<file path="src/rtl/frame_buffer_writer_if.sv">
// Command, swap and framebuffer signals between a pixel writer client and frame_buffer_writer.
// The master side also carries frame_done, which originates in led_matrix_driver.
interface frame_buffer_writer_if #(
  parameter int ROWS = 8,
  parameter int COLS = 8,
  parameter int CW   = 8
);
  logic                   wr_valid;
  logic                   wr_ready;
  logic [1:0]             wr_op;
  logic [2:0]             wr_x;
  logic [2:0]             wr_y;
  logic                   wr_data;
  logic                   swap_req;
  logic                   swap_ack;
  logic                   frame_done;
  logic [ROWS*COLS-1:0]   framebuffer;
  logic [CW-1:0]          frame_count;
  logic                   busy;

  modport master (
    output wr_valid, wr_op, wr_x, wr_y, wr_data, swap_req, frame_done,
    input  wr_ready, swap_ack, framebuffer, frame_count, busy
  );

  modport slave (
    input  wr_valid, wr_op, wr_x, wr_y, wr_data, swap_req, frame_done,
    output wr_ready, swap_ack, framebuffer, frame_count, busy
  );
endinterface

</file>
<file path="src/rtl/frame_buffer_writer.sv">
// Double-buffered LED framebuffer writer: pixel/bulk commands edit the back buffer,
// and a swap request publishes it to the front buffer only on a scan-frame boundary.
module frame_buffer_writer #(
  parameter int ROWS = 8,
  parameter int COLS = 8,
  parameter int CW   = 8
) (
  input  logic                  system_clk,
  input  logic                  rst,
  frame_buffer_writer_if.slave  bus
);
  localparam int NPIX = ROWS * COLS;
  localparam int RW   = (ROWS > 1) ? $clog2(ROWS) : 1;

  typedef enum logic [1:0] {
    IDLE      = 2'b00,
    BULK      = 2'b01,
    WAIT_SWAP = 2'b10,
    ACK       = 2'b11
  } state_e;

  state_e            state_q, state_d;
  logic [NPIX-1:0]   back_q, back_d;
  logic [NPIX-1:0]   fb_q, fb_d;
  logic [CW-1:0]     count_q, count_d;
  logic [RW-1:0]     row_q, row_d;
  logic              fill_q, fill_d;
  logic              accept_s;
  logic [NPIX-1:0]   pix_mask_s;
  logic [NPIX-1:0]   row_mask_s;

  assign bus.wr_ready    = (state_q == IDLE) && !rst;
  assign bus.busy        = (state_q != IDLE);
  assign bus.swap_ack    = (state_q == ACK);
  assign bus.framebuffer = fb_q;
  assign bus.frame_count = count_q;
  assign accept_s        = bus.wr_valid && bus.wr_ready;

  // Out-of-range coordinates produce an empty mask, so the write is accepted but has no effect.
  always_comb begin
    pix_mask_s = '0;
    row_mask_s = '0;
    for (int i = 0; i < NPIX; i++) begin
      if ((int'(bus.wr_x) < COLS) && (int'(bus.wr_y) < ROWS) &&
          (i == int'(bus.wr_y) * COLS + int'(bus.wr_x))) begin
        pix_mask_s[i] = 1'b1;
      end else begin
        pix_mask_s[i] = 1'b0;
      end
      if ((i / COLS) == int'(row_q)) begin
        row_mask_s[i] = 1'b1;
      end else begin
        row_mask_s[i] = 1'b0;
      end
    end
  end

  // Next-state and datapath updates; a command handshake in IDLE takes priority over swap_req.
  always_comb begin
    state_d = state_q;
    back_d  = back_q;
    fb_d    = fb_q;
    count_d = count_q;
    row_d   = row_q;
    fill_d  = fill_q;
    case (state_q)
      IDLE: begin
        if (accept_s) begin
          case (bus.wr_op)
            2'b00: back_d = (back_q & ~pix_mask_s) | (pix_mask_s & {NPIX{bus.wr_data}});
            2'b01: back_d = back_q ^ pix_mask_s;
            2'b10, 2'b11: begin
              fill_d  = bus.wr_op[0];
              row_d   = '0;
              state_d = BULK;
            end
            default: back_d = back_q;
          endcase
        end else if (bus.swap_req) begin
          state_d = WAIT_SWAP;
        end else begin
          state_d = IDLE;
        end
      end
      BULK: begin
        back_d = (back_q & ~row_mask_s) | (row_mask_s & {NPIX{fill_q}});
        row_d  = row_q + RW'(1);
        if (row_q == RW'(ROWS - 1)) begin
          state_d = IDLE;
        end else begin
          state_d = BULK;
        end
      end
      WAIT_SWAP: begin
        if (bus.frame_done) begin
          fb_d    = back_q;
          count_d = count_q + CW'(1);
          state_d = ACK;
        end else begin
          state_d = WAIT_SWAP;
        end
      end
      ACK: begin
        state_d = IDLE;
      end
      default: begin
        state_d = IDLE;
      end
    endcase
  end

  // State and buffer registers; reset aborts any bulk fill or pending swap.
  always_ff @(posedge system_clk) begin
    if (rst) begin
      state_q <= IDLE;
      back_q  <= '0;
      fb_q    <= '0;
      count_q <= '0;
      row_q   <= '0;
      fill_q  <= 1'b0;
    end else begin
      state_q <= state_d;
      back_q  <= back_d;
      fb_q    <= fb_d;
      count_q <= count_d;
      row_q   <= row_d;
      fill_q  <= fill_d;
    end
  end
endmodule

</file>
<file path="src/flat_wrapper.sv">
// flat-port wrapper written by rule: the top's interface ports become plain ports
module frame_buffer_writer_flat 
#(
  parameter int ROWS = 8,
  parameter int COLS = 8,
  parameter int CW   = 8
)
  (system_clk, rst, bus_wr_valid, bus_wr_op, bus_wr_x, bus_wr_y, bus_wr_data, bus_swap_req, bus_frame_done, bus_wr_ready, bus_swap_ack, bus_framebuffer, bus_frame_count, bus_busy);
  frame_buffer_writer_if #(.ROWS(ROWS), .COLS(COLS), .CW(CW)) bus_i ();
  input  logic system_clk;
  input  logic rst;
  input wire logic [$bits(bus_i.wr_valid)-1:0] bus_wr_valid;
  input wire logic [$bits(bus_i.wr_op)-1:0] bus_wr_op;
  input wire logic [$bits(bus_i.wr_x)-1:0] bus_wr_x;
  input wire logic [$bits(bus_i.wr_y)-1:0] bus_wr_y;
  input wire logic [$bits(bus_i.wr_data)-1:0] bus_wr_data;
  input wire logic [$bits(bus_i.swap_req)-1:0] bus_swap_req;
  input wire logic [$bits(bus_i.frame_done)-1:0] bus_frame_done;
  output wire logic [$bits(bus_i.wr_ready)-1:0] bus_wr_ready;
  output wire logic [$bits(bus_i.swap_ack)-1:0] bus_swap_ack;
  output wire logic [$bits(bus_i.framebuffer)-1:0] bus_framebuffer;
  output wire logic [$bits(bus_i.frame_count)-1:0] bus_frame_count;
  output wire logic [$bits(bus_i.busy)-1:0] bus_busy;
  assign bus_i.wr_valid = bus_wr_valid;
  assign bus_i.wr_op = bus_wr_op;
  assign bus_i.wr_x = bus_wr_x;
  assign bus_i.wr_y = bus_wr_y;
  assign bus_i.wr_data = bus_wr_data;
  assign bus_i.swap_req = bus_swap_req;
  assign bus_i.frame_done = bus_frame_done;
  assign bus_wr_ready = bus_i.wr_ready;
  assign bus_swap_ack = bus_i.swap_ack;
  assign bus_framebuffer = bus_i.framebuffer;
  assign bus_frame_count = bus_i.frame_count;
  assign bus_busy = bus_i.busy;
  frame_buffer_writer #(.ROWS(ROWS), .COLS(COLS), .CW(CW)) u_core (.system_clk(system_clk), .rst(rst), .bus(bus_i));
endmodule
</file>
<file path="config.mk">
export PLATFORM = sky130hd
export DESIGN_NAME = frame_buffer_writer_flat
export DESIGN_NICKNAME = d
export VERILOG_FILES = /design/src/rtl/frame_buffer_writer_if.sv /design/src/rtl/frame_buffer_writer.sv /design/src/flat_wrapper.sv
export SDC_FILE = /design/constraint.sdc
export NUM_CORES = 1
export LEC_CHECK = 0
export ABC_CLOCK_PERIOD_IN_PS = 5800
export BUFFER_PORTS_ARGS = -buffer_cell sky130_fd_sc_hd__buf_4
export CAP_MARGIN = 20
export CORE_MARGIN = 4
export CORE_UTILIZATION = 56
export CTS_BUF_LIST = sky130_fd_sc_hd__clkbuf_2 sky130_fd_sc_hd__clkbuf_4 sky130_fd_sc_hd__clkbuf_8
export CTS_CLUSTER_SIZE = 30
export DETAILED_ROUTE_END_ITERATION = 10
export GPL_ROUTABILITY_DRIVEN = 0
export PLACE_DENSITY = 0.77
export SLEW_MARGIN = 25
export SYNTH_ARGS = -nofsm -noshare
export SYNTH_HDL_FRONTEND = slang
export SYNTH_SLANG_ARGS = --single-unit
</file>
<file path="constraint.sdc">
create_clock -name system_clk -period 5.8 [get_ports system_clk]
set_clock_uncertainty 0.05 [all_clocks]
set_input_delay 0.29 -clock system_clk [delete_from_list [all_inputs] [get_ports system_clk]]
set_output_delay 0.29 -clock system_clk [all_outputs]
set_load 0.005 [all_outputs]
</file>
---- Yosys cells after proc, flatten, opt, wreduce, memory -nomap -nowiden ----
Index checks and enable logic that the tools add are counted.
word-level totals
  RAM bits ................................ 0
  register bits ........................... 142
  ROM bits ................................ 0
  output and inout port bits .............. 75
  memories ................................ 0
  logic and storage cells ................. 197
  latch bits .............................. 0
  input bits .............................. 14
cells by class
  reduce and logical (&&, ||, !) cells .... 14
  bitwise logic cells ..................... 9
  shift-type cells ........................ 0
  add/subtract/negate cells ............... 3
  multiply operators ...................... 0
  equality and inequality tests ........... 81
  divide/modulo/power cells ............... 0
  multiplexer cells ....................... 84
  order comparisons ....................... 0
operators by type and width
  operator                                                                count
  7-bit by 32-bit equality test with 1-bit output (first input constant)  32
  6-bit by 32-bit equality test with 1-bit output (first input constant)  16
  64-bit bitwise AND                                                      4
  64-bit one-hot mux with 2 select lines                                  2
  5-bit by 32-bit equality test with 1-bit output (first input constant)  4
  64-bit inverter                                                         2
  64-bit OR                                                               2
  1-bit two-way mux                                                       74
  64-bit two-way mux                                                      1
  64-bit XOR                                                              1
  32-bit logical NOT                                                      1
  3-bit by 7-bit equality test with 1-bit output (first input constant)   4
  4-bit by 7-bit equality test with 1-bit output (first input constant)   4
  2-bit by 7-bit equality test with 1-bit output (first input constant)   2
  3-bit equality test (first input constant)                              4
  3-bit AND reduction                                                     3
  8-bit by 1-bit adder with 8-bit output (second input constant)          1
  2-bit equality test (second input constant)                             4
  2-bit one-hot mux with 4 select lines                                   1
  6-bit by 3-bit adder with 7-bit output                                  1
  1-bit by 7-bit equality test with 1-bit output (first input constant)   1
  2-bit by 3-bit equality test with 1-bit output (first input constant)   2
  2-bit two-way mux                                                       3
  3-bit two-way mux                                                       2
  15 further kinds                                                        20

---- Logic depth before layout (Yosys ltp) ----
  depth after elaboration ................. 9
  mapped depth ............................ 8
  gate-level depth less buffers ........... 6

---- Least setup slack after synthesis ----
Ideal clock, no wire load.
  path type ............................... input to register
  from .................................... input port rst
  to ...................................... register with a tool-made name
  setup time .............................. 0.134 ns
  data required time ...................... 5.616 ns
  path slack .............................. 3.945 ns
  arrival ................................. 1.671 ns
  stages .................................. 7
  path buffers ............................ 3
  path through ............................ buf_6 > or4b_1 > buf_6 > and2_1 > buf_6 > a21oi_4 > a311oi_1
RTL lines
  element             line                text
  start: declaration  flat_wrapper.sv:11  input logic rst;

==> flow_metrics.env <==
export IMPL_postRouteAntennaNets=0
export IMPL_powerDensity_nw_per_um2=253
export IMPL_rr_startpoint="u_core.state_q[1]"
export IMPL_grt_use_total_pct=25.5
export IMPL_crit_path_cell_trace="or4b_1 > and2_1 > a21oi_4 > a311oi_1"
export IMPL_hold_start="bus_wr_op[0]"
export IMPL_drt_first_pass_iters=5
export IMPL_syn_inst=980
export IMPL_syn_nets=1001
export IMPL_rr_worst_depth=4
export IMPL_cts_buffer_depth=2
export IMPL_finalCritPeriodShare_pct=43.1
export IMPL_ys_ff_latch=142
export IMPL_internal_power_mw=1.58
export IMPL_tightest_slew_ps=1030
export IMPL_grt_pass1_vias=7205
export IMPL_cts_tree="yes"
export IMPL_whs_endpoint="u_core.fill_q"
export IMPL_drv_slew=0
export IMPL_post_cts_buffers=0
export IMPL_p_clk_share_pct=36.5
export IMPL_crit_family="simple AND/OR/NAND/NOR gates"
export IMPL_placed_area_sq_um=8590
export IMPL_r2r_setup_slack_ps=3300
export IMPL_power_mw=2.28
export IMPL_critical_path_required_ps=6040
export IMPL_io_pins=89
export IMPL_p_switching_mw=0.693
export IMPL_syn_mean_instance_area_sq_um=8.28
export IMPL_via_per_inst=6.53
export IMPL_p_sw_share_pct=30.4
export IMPL_synthSimpleGateAreaFrac_pct=12.2
export IMPL_rows=43
export IMPL_ys_seq_area_share_pct=35.0
export IMPL_layout_commonest_cell="dfxtp_1"
export IMPL_area_growth_pct=11.0
export IMPL_final_cell_mix="dfxtp_1 (142), nand2_1 (141), a21oi_1 (136)"
export IMPL_grt_pass1_wl_mm=35.2
export IMPL_design_area_sq_um=9010
export IMPL_synth_mux_area_share_pct=2.34
export IMPL_place_hpwl_mm=12.4
export IMPL_antenna_found_initial=0
export IMPL_synth_async_sr_flop_share_pct=0
export IMPL_grt_max_degree=92
export IMPL_core_area_sq_um=14000
export IMPL_synthAdderAreaFrac_pct=1.08
export IMPL_setup_viol=0
export IMPL_cts_resized=0
export IMPL_leakage_nw=3.26
export IMPL_cts_htree_levels=4
export IMPL_drt_iter0_markers=914
export IMPL_dieArea_sq_um=16500
export IMPL_worstSkewPairLatency_ps=460
export IMPL_synth_area_sq_um=8120
export IMPL_vias=7678
export IMPL_worstSetupStartpointType="flip-flop"
export IMPL_seqPwrFrac_pct=46.4
export IMPL_cts_num_sinks=142
export IMPL_place_ws_ps=3130
export IMPL_setup_tns_ps=0
export IMPL_end_kind="flip-flop"
export IMPL_synthXorXnorAreaFrac_pct=0.539
export IMPL_synth_warnings=0
export IMPL_synth_compound_area_share_pct=41.2
export IMPL_wirelength_mm=21.1
export IMPL_cp_max_fo=14
export IMPL_rsz0062_at_grt="no"
export IMPL_cp_arrival_ps=2740
export IMPL_fin_crit_ps=2500
export IMPL_drive_above_1_share_pct=16.6
export IMPL_finalWorstSetupSlack_ps=3300
export IMPL_initial_core_util_pct=57.8
export IMPL_die_h_um=128
export IMPL_maxSlewHeadroom_pct=31.1
export IMPL_synth_edff_count=0
export IMPL_clk_pin_slew_ps=80
export IMPL_cp_slowest_stage_delay_ps=860
export IMPL_crit_slowest_cell="or4b_1"
export IMPL_critPathLaunch="u_core.state_q[1]"
export IMPL_drv_cap=0
export IMPL_fin_nets=1003
export IMPL_path_class="reg2reg"
export IMPL_postCtsHoldBufs=0
export IMPL_yosysUniqueCellTypes=44
export IMPL_max_freq_mhz=400
export IMPL_finalHoldViolCount=0
export IMPL_hp_class="in2reg"
export IMPL_overflow=0
export IMPL_cp_buffers_inverters=0
export IMPL_n_antenna_cell=0
export IMPL_portBuffers=88
export IMPL_comb_power_share_pct=17.1
export IMPL_peakVddDrop_uv=170
export IMPL_numCtsBuffers=17
export IMPL_ys_flop_type="dfxtp_1"
export IMPL_die_x_um=128
export IMPL_wl_per_cell_um=17.9
export IMPL_clockRootBuffer="clkbuf_8"
export IMPL_outcome="finished, final reports clean"
export IMPL_drc=0
export IMPL_hold_depth=3
export IMPL_synth_top_family_by_area="compound AO/OA/AOI/OAI gates"
[worst min-delay path, cell delays in order]
cell	delay [ps]
buf_4	110
mux2i_1	70
nor2_1	70
[cell usage after synthesis, types with 19 or more instances]
library cell | number | share of area (%)
dfxtp_1 | 142 | 35
nand2_1 | 141 | 6.5
a21oi_1 | 136 | 8.4
clkbuf_1 | 83 | 3.8
o211ai_1 | 80 | 7.4
a211oi_1 | 60 | 5.5
a311oi_1 | 46 | 5.0
o211a_1 | 46 | 5.7
o21ai_0 | 37 | 2.3
inv_1 | 23 | 1.1
mux2i_1 | 19 | 2.3
[through the flow]
step,util [%],hold WS [ps],cells
after global routing,64.1,75.2,1175
after detailed placement,61.2,397,1143
after floorplan,-,387,980
after global placement,61.0,394,1142
final,64.1,71.7,1175
after CTS,64.1,47.3,1175
[cell type report]
| type | instances | area (sq um) |
|---|---|---|
| multi-input cells | 698 | 4670 |
| clock buffers | 18 | 248 |
| flip-flops and latches | 142 | 2840 |
| clock inverters | 14 | 168 |
| fillers | 1248 | 5030 |
| well taps | 180 | 225 |
| inverters | 24 | 90.1 |
| repair buffers | 99 | 763 |
[power by group through the flow]
stage | clock network (mW) | logic, mW | registers, mW
after floorplan | 0 | 0.306 | 1.06
after global placement | 0 | 0.371 | 1.08
after detailed placement | 0 | 0.384 | 1.08
after CTS | 0.848 | 0.385 | 1.05
after global routing | 0.887 | 0.428 | 1.06
final | 0.831 | 0.390 | 1.06
[kinds of logic (layout without fill, tap and decap cells)]
family | after synthesis | after routing
mux | 19 | 19
buf+inv | 140 | 155
simple gates | 209 | 209
fa+ha+maj | 7 | 7
compound gates | 458 | 458
xor+xnor | 5 | 5
flops | 142 | 142
[worst max path at each step]
stage / slack, ps / cells past startpoint / end
floorplan: 3940 / 7 / flip-flop
global placement: 3150 / 5 / flip-flop
detailed placement: 3130 / 5 / flip-flop
CTS: 3300 / 4 / flip-flop
global route: 3160 / 5 / flip-flop
finish: 3300 / 4 / flip-flop
[routing by layer]
layer | track usage (%) | up-vias | part of all wire [%]
li1 | - | 3725 | -
met1 | 34.7 | 3670 | 45
met2 | 40.4 | 255 | 48
met3 | 5.11 | 28 | 5.8
met4 | 8.80 | 0 | 1.4
met5 | 0 | - | 0
No activity file was read; power rests on OpenSTA's default activity.
